### config.mk
export PLATFORM = sky130hd
export DESIGN_NAME = acq_trigger_ctrl
export DESIGN_NICKNAME = d
export VERILOG_FILES = /design/src/rtl/acq_pkg.sv /design/src/rtl/acq_mag_cmp.sv /design/src/rtl/acq_trigger_ctrl.sv
export SDC_FILE = /design/constraint.sdc
export NUM_CORES = 1
export LEC_CHECK = 0
export CORE_UTILIZATION = 55
export CTS_CLUSTER_SIZE = 8
export DETAILED_ROUTE_END_ITERATION = 12
export GPL_TIMING_DRIVEN = 0
export PLACE_DENSITY = 0.93
export SYNTH_ARGS = -nofsm -noshare
export SYNTH_HDL_FRONTEND = slang
export SYNTH_SLANG_ARGS = --single-unit
### constraint.sdc
create_clock -name clk -period 6.4 [get_ports clk]
set_input_delay 0.96 -clock clk [delete_from_list [all_inputs] [get_ports clk]]
set_output_delay 0.96 -clock clk [all_outputs]
set_load 0.005 [all_outputs]
### src/rtl/acq_pkg.sv
// Shared types and constants for the acquisition trigger controller.
// A frame packs four 14-bit channels as {ch_d, ch_c, ch_b, ch_a}, with ch_a in the LSBs.
package acq_pkg;

  localparam int unsigned NCH      = 4;
  localparam int unsigned SAMPLE_W = 14;
  localparam int unsigned FRAME_W  = NCH * SAMPLE_W;

  typedef enum logic [2:0] {
    StIdle,
    StFill,
    StArmed,
    StPost,
    StDone
  } acq_state_e;

  // Channel idx of a packed frame; idx 0 is ch_a.
  function automatic logic [SAMPLE_W-1:0] frame_ch(input logic [FRAME_W-1:0] frame,
                                                   input int unsigned idx);
    return frame[idx*SAMPLE_W +: SAMPLE_W];
  endfunction

endpackage

### src/rtl/acq_mag_cmp.sv
// Per-channel trigger comparator: saturating magnitude of a two's-complement sample
// compared against an unsigned threshold, gated by the channel enable.
module acq_mag_cmp
  import acq_pkg::*;
(
  input  logic [SAMPLE_W-1:0] sample_i,
  input  logic [SAMPLE_W-1:0] threshold_i,
  input  logic                en_i,
  output logic                hit_o
);

  localparam logic [SAMPLE_W-1:0] MostNeg = {1'b1, {(SAMPLE_W-1){1'b0}}};
  localparam logic [SAMPLE_W-1:0] MaxMag  = {1'b0, {(SAMPLE_W-1){1'b1}}};

  logic [SAMPLE_W-1:0] mag;

  // The most negative code has no positive twin, so it saturates.
  always_comb begin
    if (sample_i == MostNeg) begin
      mag = MaxMag;
    end else if (sample_i[SAMPLE_W-1]) begin
      mag = ~sample_i + 1'b1;
    end else begin
      mag = sample_i;
    end
  end

  assign hit_o = en_i && (mag >= threshold_i);

endmodule

### src/rtl/acq_trigger_ctrl.sv
// Acquisition sequencer: fills a circular sample buffer, triggers on channel magnitude and
// stops after the post-trigger count. Define ACQ_TRIG_TIMEOUT_EN for the forced-trigger timeout.
module acq_trigger_ctrl
  import acq_pkg::*;
#(
  parameter int unsigned ADDR_W   = 12,
  parameter int unsigned PRE_TRIG = 1024
`ifdef ACQ_TRIG_TIMEOUT_EN
  ,
  parameter int unsigned TIMEOUT  = 65535
`endif
) (
  input  logic               clk,
  input  logic               rst,
  input  logic               sample_vld,
  input  logic [FRAME_W-1:0] samples,
  input  logic               arm,
  input  logic               abort,
  input  logic               ack,
  input  logic [SAMPLE_W-1:0] threshold,
  input  logic [NCH-1:0]     ch_en,
  output logic               buf_we,
  output logic [ADDR_W-1:0]  buf_waddr,
  output logic [FRAME_W-1:0] buf_wdata,
  output logic               busy,
  output logic               done,
  output logic [ADDR_W-1:0]  start_addr,
  output logic [ADDR_W-1:0]  trig_addr,
  output logic [NCH-1:0]     trig_ch
`ifdef ACQ_TRIG_TIMEOUT_EN
  ,
  output logic               timed_out
`endif
);

  localparam int unsigned DEPTH    = 32'd1 << ADDR_W;
  localparam int unsigned POST_LEN = DEPTH - PRE_TRIG;
  localparam int unsigned CNT_W    = ADDR_W + 1;

  localparam logic [CNT_W-1:0]  PreCnt  = CNT_W'(PRE_TRIG);
  localparam logic [CNT_W-1:0]  PostCnt = CNT_W'(POST_LEN);
  localparam logic [ADDR_W-1:0] PreAddr = ADDR_W'(PRE_TRIG);

  acq_state_e         state_q, state_d;
  logic [ADDR_W-1:0]  ptr_q, ptr_d;
  logic [CNT_W-1:0]   cnt_q, cnt_d, cnt_inc;
  logic               buf_we_q, buf_we_d;
  logic [ADDR_W-1:0]  buf_waddr_q, buf_waddr_d;
  logic [FRAME_W-1:0] buf_wdata_q, buf_wdata_d;
  logic               busy_q, busy_d;
  logic               done_q, done_d;
  logic [ADDR_W-1:0]  start_addr_q, start_addr_d;
  logic [ADDR_W-1:0]  trig_addr_q, trig_addr_d;
  logic [NCH-1:0]     trig_ch_q, trig_ch_d;
  logic [NCH-1:0]     hits;
  logic               trig;
  logic               forced;
  logic               wr;

  for (genvar c = 0; c < NCH; c++) begin : g_ch
    acq_mag_cmp u_cmp (
      .sample_i    (frame_ch(samples, c)),
      .threshold_i (threshold),
      .en_i        (ch_en[c]),
      .hit_o       (hits[c])
    );
  end

  assign trig    = |hits;
  assign cnt_inc = cnt_q + 1'b1;

`ifdef ACQ_TRIG_TIMEOUT_EN
  localparam logic [15:0] TimeoutCnt = 16'(TIMEOUT);

  logic [15:0] to_cnt_q, to_cnt_d;
  logic        timed_out_q, timed_out_d;

  // Fires on the frame that would bring the ARMED frame count up to TIMEOUT.
  assign forced    = (to_cnt_q + 16'd1) == TimeoutCnt;
  assign timed_out = timed_out_q;
`else
  assign forced = 1'b0;
`endif

  always_comb begin
    state_d      = state_q;
    ptr_d        = ptr_q;
    cnt_d        = cnt_q;
    wr           = 1'b0;
    buf_we_d     = 1'b0;
    buf_waddr_d  = buf_waddr_q;
    buf_wdata_d  = buf_wdata_q;
    done_d       = done_q;
    start_addr_d = start_addr_q;
    trig_addr_d  = trig_addr_q;
    trig_ch_d    = trig_ch_q;
`ifdef ACQ_TRIG_TIMEOUT_EN
    to_cnt_d     = to_cnt_q;
    timed_out_d  = timed_out_q;
`endif

    if (abort) begin
      state_d = StIdle;
      done_d  = 1'b0;
`ifdef ACQ_TRIG_TIMEOUT_EN
      timed_out_d = 1'b0;
`endif
    end else begin
      unique case (state_q)
        StIdle, StDone: begin
          if (arm) begin
            state_d   = (PRE_TRIG == 0) ? StArmed : StFill;
            done_d    = 1'b0;
            cnt_d     = '0;
            trig_ch_d = '0;
            ptr_d     = '0;
`ifdef ACQ_TRIG_TIMEOUT_EN
            to_cnt_d    = '0;
            timed_out_d = 1'b0;
`endif
          end else if (ack) begin
            state_d = StIdle;
            done_d  = 1'b0;
`ifdef ACQ_TRIG_TIMEOUT_EN
            timed_out_d = 1'b0;
`endif
          end
        end
        StFill: begin
          if (sample_vld) begin
            wr    = 1'b1;
            cnt_d = cnt_inc;
            if (cnt_inc == PreCnt) begin
              state_d = StArmed;
`ifdef ACQ_TRIG_TIMEOUT_EN
              to_cnt_d = '0;
`endif
            end
          end
        end
        StArmed: begin
          if (sample_vld) begin
            wr = 1'b1;
`ifdef ACQ_TRIG_TIMEOUT_EN
            to_cnt_d = to_cnt_q + 16'd1;
`endif
            if (trig || forced) begin
              trig_addr_d  = ptr_q;
              start_addr_d = ptr_q - PreAddr;
              trig_ch_d    = hits;
              // The trigger frame is the first of the post-trigger frames.
              cnt_d        = CNT_W'(1);
              state_d      = (PostCnt == CNT_W'(1)) ? StDone : StPost;
              done_d       = (PostCnt == CNT_W'(1));
`ifdef ACQ_TRIG_TIMEOUT_EN
              timed_out_d  = !trig;
`endif
            end
          end
        end
        StPost: begin
          if (sample_vld) begin
            wr    = 1'b1;
            cnt_d = cnt_inc;
            if (cnt_inc == PostCnt) begin
              state_d = StDone;
              done_d  = 1'b1;
            end
          end
        end
        default: state_d = StIdle;
      endcase
    end

    if (wr) begin
      buf_we_d    = 1'b1;
      buf_waddr_d = ptr_q;
      buf_wdata_d = samples;
      ptr_d       = ptr_q + 1'b1;
    end

    busy_d = (state_d == StFill) || (state_d == StArmed) || (state_d == StPost);
  end

  always_ff @(posedge clk) begin
    if (rst) begin
      state_q      <= StIdle;
      ptr_q        <= '0;
      cnt_q        <= '0;
      buf_we_q     <= 1'b0;
      buf_waddr_q  <= '0;
      buf_wdata_q  <= '0;
      busy_q       <= 1'b0;
      done_q       <= 1'b0;
      start_addr_q <= '0;
      trig_addr_q  <= '0;
      trig_ch_q    <= '0;
`ifdef ACQ_TRIG_TIMEOUT_EN
      to_cnt_q     <= '0;
      timed_out_q  <= 1'b0;
`endif
    end else begin
      state_q      <= state_d;
      ptr_q        <= ptr_d;
      cnt_q        <= cnt_d;
      buf_we_q     <= buf_we_d;
      buf_waddr_q  <= buf_waddr_d;
      buf_wdata_q  <= buf_wdata_d;
      busy_q       <= busy_d;
      done_q       <= done_d;
      start_addr_q <= start_addr_d;
      trig_addr_q  <= trig_addr_d;
      trig_ch_q    <= trig_ch_d;
`ifdef ACQ_TRIG_TIMEOUT_EN
      to_cnt_q     <= to_cnt_d;
      timed_out_q  <= timed_out_d;
`endif
    end
  end

  assign buf_we     = buf_we_q;
  assign buf_waddr  = buf_waddr_q;
  assign buf_wdata  = buf_wdata_q;
  assign busy       = busy_q;
  assign done       = done_q;
  assign start_addr = start_addr_q;
  assign trig_addr  = trig_addr_q;
  assign trig_ch    = trig_ch_q;

endmodule

After elaboration in Yosys (flattened, before gate mapping). Cells that the tools add are included.

Register bits: 127. Bits of input ports: 80. Logic and storage cells: 112.

Add/sub/neg operators: 7. Order comparisons: 4. Equality and inequality tests: 21. Mux-type cells: 42. Bitwise logic cells: 5. Reductions and logical operators: 22.

Operators by type and width (number): $mux 14 (8); $add 14x1->14 const B (4); $eq 14x14->1 const B (4); $ge 14x14->1 (4); $not 14->14 (4); $mux 13 (4); $mux 12 (4); $pmux 13 s3 (1); $mux 3 (9); $add 13x1->13 const B (1); $eq 13x11->1 const B (1); $eq 13x12->1 const B (1); $add 12x1->12 const B (1); $eq 3x2->1 const B (4); $mux 4 (3); $pmux 3 s4 (1); $reduce_and 6->1 (2); $sub 12x11->12 const B (1); $mux 1 (10); $ne 2x2->1 const B (5); $pmux 4 s2 (1); $eq 3x1->1 const B (2); $reduce_bool 2->1 (3); $reduce_bool 3->1 (2); 14 further kinds (21).

Depth between registers and ports, before layout. Gate-level depths: netlist of run 1.

Depth after elaboration: 14. Mapped depth: 17.

Modules after synthesis. From an unflattened synthesis of run 1, not the netlist that was laid out.

Cells, all modules: 1005. Area total of the unflattened synthesis: 7546.0 µm².

By module, submodules not included: acq_trigger_ctrl (instances 1, cells each 597, area an instance 4848.4 µm², seq. area each 2342.2 µm²); acq_mag_cmp (instances 4, cells each 102, area an instance 674.4 µm², seq. area each 0.0 µm²).

Worst setup path after synthesis of run 1. Ideal clock, no wire load.

Path kind: input -> register. Start: input port samples[21]. End: register trig_ch_q[0] (netlist: trig_ch[0]). Library setup time: 0.072 ns. Data arrival time: 4.185 ns. Path slack: 2.143 ns. Cell stages on the path: 13. Path buffers: 0. Cell sequence: or4_1 -> nor2_1 -> nand3b_1 -> or3_1 -> and2_1 -> ha_1 -> nand2b_1 -> a2111oi_0 -> o311a_1 -> o31ai_2 -> o41a_4 -> a32oi_4 -> mux2i_1.

Longest elaborated chain between the ends: 9.

RTL lines: from (decl) (RTL line acq_trigger_ctrl.sv:16) `input logic [FRAME_W-1:0] samples,`; $not 14->14 (RTL line acq_mag_cmp.sv:22) `mag = ~sample_i + 1'b1;`; $add 14x1->14 (RTL line acq_mag_cmp.sv:22); $mux 14 (RTL line acq_mag_cmp.sv:21) `end else if (sample_i[SAMPLE_W-1]) begin`; $mux 14 (*) (RTL line acq_mag_cmp.sv:19) `if (sample_i == MostNeg) begin`; $ge 14x14->1 (*) (RTL line acq_mag_cmp.sv:28) `assign hit_o = en_i && (mag >= threshold_i);`; $logic_and 1x1->1 (*) (RTL line acq_mag_cmp.sv:28); $reduce_or 4->1 (*) (RTL line acq_trigger_ctrl.sv:69) `assign trig = |hits;`; $ne 2x2->1 (no source line) (*); $reduce_and 5->1 (no source line) (*); to (signal assigned) (RTL line acq_trigger_ctrl.sv:213) `trig_ch_q <= trig_ch_d;`; to (decl) (RTL line acq_trigger_ctrl.sv:54) `logic [NCH-1:0] trig_ch_q, trig_ch_d;`.

Mark *: on every way between the ends. The rest lies on a longest branch, timed or not. A chain may end at the register's enable or synchronous reset.

Worst setup path after layout of run 1.
Start: input port samples[14]. End: register start_addr_q[4] (netlist: start_addr[4]).

Longest elaborated chain between the ends: 8.

RTL lines: $not 14->14 (RTL line acq_mag_cmp.sv:22); $add 14x1->14 (RTL line acq_mag_cmp.sv:22); $mux 14 (RTL line acq_mag_cmp.sv:21); $mux 14 (*) (RTL line acq_mag_cmp.sv:19); $ge 14x14->1 (*) (RTL line acq_mag_cmp.sv:28); $logic_and 1x1->1 (*) (RTL line acq_mag_cmp.sv:28); $reduce_or 4->1 (*) (RTL line acq_trigger_ctrl.sv:69); $reduce_and 4->1 (no source line) (*); to (signal assigned) (RTL line acq_trigger_ctrl.sv:211) `start_addr_q <= start_addr_d;`; to (decl) (RTL line acq_trigger_ctrl.sv:52) `logic [ADDR_W-1:0] start_addr_q, start_addr_d;`.

Marks and branches as above.

==> results.md, run 1 <==
* Number of distinct library cells after synthesis at 60
* Post-synth EDFFs at 0
* Vias/cell at 5.87
* Worst Setup Start Kind: input port
* Root buf cell: clkbuf_16
* Hold_buf cts at 0
* Vias in the first global route at 7584
* Buffer levels on the longest clock path at 2
* Critical path, cell by cell: clkdlybuf4s50_1, inv_1, ha_1, nand2_1, or3_1, or2_2, o21ai_0, xor2_1, nand2_1, ha_1, and4_1, nand3_1, o311a_1, o31ai_2, o41ai_4, buf_2, o31ai_1, a21oi_1
* Final Wtd Congestion at 0.935
* Mean Syn Cell Area at 7.63 um^2
* Largest net degree at the start of global routing at 17
* Commonest cells in the netlist: nand2_1 (222), dfxtp_1 (117), a21oi_1 (115), ha_1 (62), clkbuf_1 (44)
* CP max stage delay at 0.56 ns
* Period utilization at 79.1%
* Worst endpoint data arrival time at 5.35 ns
* Dpl ws at 0.999 ns
* Headroom to the max-slew limit at 41.9%
* Final setup fails at 0
* Total GRT Usage at 32.1%
* Met2 WL post-DR at 10400 um
* Top cell type's share of synthesized area at 31.3%
* Slew @ Worst Pin at 0.864 ns
* CTS tree: built
* Port Buffers at 177
* I/O Pins at 179
* Initial Util at 56.6%
* Die area at 14100 um^2
* Final setup margin at 1.34 ns
* Yosys warns at 0
* Clock skew at 0.00588 ns
* Post-route ant nets at 0
* Count of state elements after synthesis at 117
* Synth area leaders: dfxtp_1 (31%), nand2_1 (11%), ha_1 (10%), a21oi_1 (7.7%), xor2_1 (4.0%)
* WL met3 at 1680 um
* Critical path class: input port to register
* Post-synth ARST share at 0%
* Clk slew on worst S/H paths at 0.06 ns
* Post-CTS setup buffers at 0
* P_leak at 3.86 nW
* Routed WL per cell at 16.4 um
* Crit-path max FO at 10
* Grt ovf at 0
* Peak supply drop at 0.000176 V
* Die span in y at 119 um
* Layout cell share with drive strength beyond 1 at 5.62%
* Htree depth at 4
* Initial antenna violation count at 0
* Layout overhead on the synthesized area at 33.9%
* Max-cap violations at 0
* Core Area at 13200 um^2
* Clock Sinks at 117
* Outcome: completed
* PwrDens at 193 nW/um^2
* Fin. Hold Viols at 0
* Final setup TNS at 0 ns
* Number of diodes at 0
* RSZ-0062 raised after global routing: no
* Critical Path RT at 6.69 ns
* First-pass GRT wire length at 36300 um
* Cells after synthesis at 982
* Number of CTS-inserted buffers at 17
* Slowest-stage cell, CP: o31ai_2
* Routed via count at 8033
* Post-Synthesis Net Count at 1124
* CP endpoint kind: register
* Yosys top cell by area: dfxtp_1
* Top routing layer used: met4
* Pre-Repair DR Iteration Count at 7
* 1st-iter DRT viols at 585
* Row cnt at 42
* DP Wirelength at 16500 um
* Fmax at 0.198 GHz
* CTS resizes at 0
* Synth Flop Type: dfxtp_1
* Slew Viols, Final at 0
* Layout Nets at 1321
* Post-Route M1 WL at 9300 um
* Routed wire length at 22400 um
* Most frequent cell after synthesis: nand2_1
* Minimum clock period at 5.06 ns
* Worst min-delay path class: register to register
* DRC viols at 0
* Synthesized area at 7490 um^2
* Die width at 119 um
* Register area share after synthesis at 31.3%
* Skew-Pair Late Insertion Delay at 0.42 ns
[worst paths after layout]
path / start / endpoint / slack [ns] / depth (start not counted)
max: samples[14] / start_addr[4] / 1.34 / 18
min: buf_wdata[52] / buf_wdata[52] / 0.45 / 2
max reg2reg: cnt_q[0] / busy / 3.62 / 9
min reg2reg: buf_wdata[52] / buf_wdata[52] / 0.45 / 2
[power breakdown]
part           switching (W)  internal, W
Sequential        0.00000387     0.000735
Combinational       0.000178     0.000145
Clock               0.000376     0.000502
[metrics by stage]
step	util (%)	cell area (um^2)	hold WS (ns)	cells	power, W
floorplan	-	7490	0.453	982	0.000935
global placement	71.6	9480	0.442	1335	0.00106
detailed placement	71.7	9490	0.448	1336	0.00107
CTS	75.8	10000	0.455	1368	0.00194
global route	75.8	10000	0.478	1368	0.00202
finish	75.8	10000	0.453	1368	0.00194
[routing by layer]
| layer | global-route usage (%) | up-vias |
|---|---|---|
| li1 | - | 3865 |
| met2 | 52.2 | 374 |
| met1 | 38.9 | 3708 |
| met4 | 18.2 | 0 |
| met3 | 7.05 | 86 |
| met5 | 0 | - |
[cell type report]
class                   count  area [um^2]
multi-input cells         768         4740
fillers                   984         3210
flip-flops and latches    117         2340
well taps                 176          220
clock buffers              17          425
inverters                  31          116
repair buffers            178         1780
plain buffers              66          297
clock inverters            15          115
[critical path: cells and delay by family]
kind	cells	cell delay (ns)
AND/OR/NAND/NOR	6	1.19
AO/OA/AOI/OAI	6	1.68
buffers and inverters	3	0.82
adder cells (fa/ha/maj)	2	0.51
XOR/XNOR	1	0.17
[kinds of logic (layout without fill, tap and decap cells)]
group | count (synthesis) | count (layout) | share of synthesized area (%)
AO/OA/AOI/OAI | 248 | 248 | 21.5
AND/OR/NAND/NOR | 405 | 405 | 25.1
multiplexers | 6 | 6 | 0.802
buffers and inverters | 97 | 307 | 5.51
adder cells (fa/ha/maj) | 62 | 62 | 10.4
XOR/XNOR | 47 | 47 | 5.49
flip-flops | 117 | 117 | 31.3
[registers in the layout, summed over array words and instances, names as in the netlist]
name / flops
done: 1
busy: 1
buf_we: 1
trig_ch: 4
buf_wdata: 56
start_addr: 12
buf_waddr: 12
trig_addr: 2
ptr_q: 12
state_q: 3
cnt_q: 13
[cell usage in the layout (no fill, tap or decap), drive strengths merged, types with 13 or more instances in the layout]
cell             n
a21oi          116
a311oi          14
and3            20
buf             22
clkbuf          62
clkdlybuf4s50  177
dfxtp          117
ha              62
inv             40
nand2          222
nand2b          15
nand3           15
nand4           20
nor2            43
nor3            21
o21ai           33
o31ai           27
or3             16
xnor2           13
xor2            34
(Power assumes the default switching activity.)
==> run 2, diff against run 1 <==
Settings changed: CORE_UTILIZATION 55 to 46, PLACE_DENSITY 0.93 to 0.84.
Clock period 6.4 ns to 4.3 ns, I/O delays scaled along.
==> run 2 against run 1 <==
First-iteration DRC count grew 3.8%. Clock-buffer cell count is the same. Routed wire length grew 3.1%. Highest routed layer unchanged. Largest cell class unchanged. Critical endpoint is now trig_ch[0]. Final cell count grew 3.3%. Design area grew 3.4%. Worst hold slack lost 0.00096 ns. Total power grew 59%. Global-route usage shrank 4.8 points.
==> results.md, run 2 (synthesis results as in run 1) <==
* Outcome: completed
* Vias/cell at 5.64
* Commonest cells after routing, fill and taps aside: nand2_1 (219), clkdlybuf4s50_1 (159), dfxtp_1 (117), a21oi_1 (115), ha_1 (61)
* DRC viols at 0
* Final setup margin at 0.127 ns
* Die width at 130 um
* Multi-input gate area at 4890 um^2
* Clk slew on worst S/H paths at 0.06 ns
* Slew @ Worst Pin at 0.731 ns
* Register area at 2340 um^2
* Fin. Hold Viols at 0
* Post-route ant nets at 0
* Final setup TNS at 0 ns
* Vias in the first global route at 7268
* Initial Util at 47.2%
* Htree depth at 4
* P_leak at 4.07 nW
* Root buf cell: clkbuf_16
* Routed wire length at 23100 um
* Final setup fails at 0
* Reg2reg start: cnt_q[4]
* Headroom to the max-slew limit at 51.3%
* Hold path start: buf_wdata[42]
* Critical path, cell by cell: buf_2, or4_4, nor2_4, nand3b_1, or3_1, and2_1, ha_1, nand2b_1, a2111oi_2, o311a_1, o31ai_4, buf_12, o41a_4, a32oi_4, mux2i_1
* Clock skew at 0.0121 ns
* Largest net degree at the start of global routing at 17
* Initial antenna violation count at 1
* Layout overhead on the synthesized area at 38.5%
* Row cnt at 46
* Minimum clock period at 4.17 ns
* Port Buffers at 177
* CP endpoint kind: register
* Period utilization at 97.0%
* I/O Pins at 179
* Skew-Pair Late Insertion Delay at 0.43 ns
* Die area at 16800 um^2
* Fill count at 1346
* Slew Viols, Final at 0
* Worst endpoint data arrival time at 4.53 ns
* Number of CTS-inserted buffers at 17
* Worst min-delay path class: register to register
* Routed WL per cell at 16.3 um
* Critical path class: input port to register
* Final Core Density at 65.3%
* DP Wirelength at 16600 um
* Pre-Repair DR Iteration Count at 5
* Buffer levels on the longest clock path at 2
* Max reg flops at 56
* Hold_buf cts at 0
* Layout Nets at 1325
* Core Area at 15900 um^2
* Dpl ws at -0.744 ns
* Fmax at 0.240 GHz
* Slowest-stage cell, CP: or4_4
* Total GRT Usage at 27.2%
* 1st-iter DRT viols at 607
* Clock Sinks at 117
* Peak supply drop at 0.000289 V
* PwrDens at 297 nW/um^2
* Worst Setup Start Kind: input port
* First-pass GRT wire length at 35800 um
* Crit-path max FO at 7
* Post-route insts no fill at 1413
* Routed via count at 7976
* Buffers and inverters on the worst path at 2
* Die span in y at 130 um
* Critical Path RT at 4.65 ns
* Max-cap violations at 0
* Critical path startpoint: samples[21]
* Grt ovf at 0
* CP max stage delay at 0.56 ns
* Placed cells at 1376
* Final Wtd Congestion at 0.872
* Crit-path leading delay family: compound AO/OA/AOI/OAI gates
* CTS tree: built
* Layout cell share with drive strength beyond 1 at 8.95%
* Commonest non-fill, non-tap cell in the layout: nand2_1
-- run 2: final timing paths --
check	depth (start not counted)	slack, ns	endpoint
max	15	0.13	trig_ch[0]
min	2	0.45	buf_wdata[42]
max reg2reg	8	1.55	done
min reg2reg	2	0.45	buf_wdata[42]
-- run 2: area by class of cell --
class,instances,area share [%]
Buffer,66,3.00
Sequential cell,117,22.6
Antenna cell,1,0.0241
Multi-Input combinational cell,768,47.2
Timing Repair Buffer,182,17.7
Tap cell,216,2.60
Clock inverter,15,1.74
Inverter,31,1.12
Clock buffer,17,4.10
-- run 2: timing repair --
item	CTS	global route
pin swaps	3	11
setup endpoints to repair	33	31
setup buffers	1	2
cloned	0	1
gates resized for setup	19	56
-- run 2: through the flow --
| stage | hold WS (ns) | instance area [um^2] | power (W) |
|---|---|---|---|
| after floorplan | 0.453 | 7490 | 0.00139 |
| after detailed placement | 0.446 | 9540 | 0.00159 |
| after global routing | 0.470 | 10400 | 0.00320 |
| after global placement | 0.441 | 9530 | 0.00157 |
| after CTS | 0.454 | 10200 | 0.00307 |
| final | 0.452 | 10400 | 0.00309 |
-- run 2: worst reg2reg max path, cell delays in order (launching register included) --
cell and delay [ns]:
dfxtp_1 0.31, clkbuf_1 0.27, nand3_1 0.23, nor3_1 0.38
xnor2_1 0.26, or3b_2 0.48, nor4_1 0.39, o32ai_1 0.17
nor4_1 0.17
-- run 2: report_power, final --
group          internal (W)  switching [W]
registers           0.00109     0.00000553
logic              0.000227       0.000276
clock network      0.000879       0.000605
total               0.00220       0.000887
-- run 2: routing by layer --
metal	share of wire, %	wire length (um)	track usage (%)	vias up
met3	6.9	1600	5.49	58
li1	-	-	-	3868
met5	0	0	0	-
met1	44	10100	34.7	3732
met2	46	10600	43.9	318
met4	3.3	766	13.1	0
==> run 3, diff against run 2 <==
Settings changed: CAP_MARGIN set to 25.
==> results of run 3 <==
The final DEF is identical to that of run 2; final timing and power are the same.
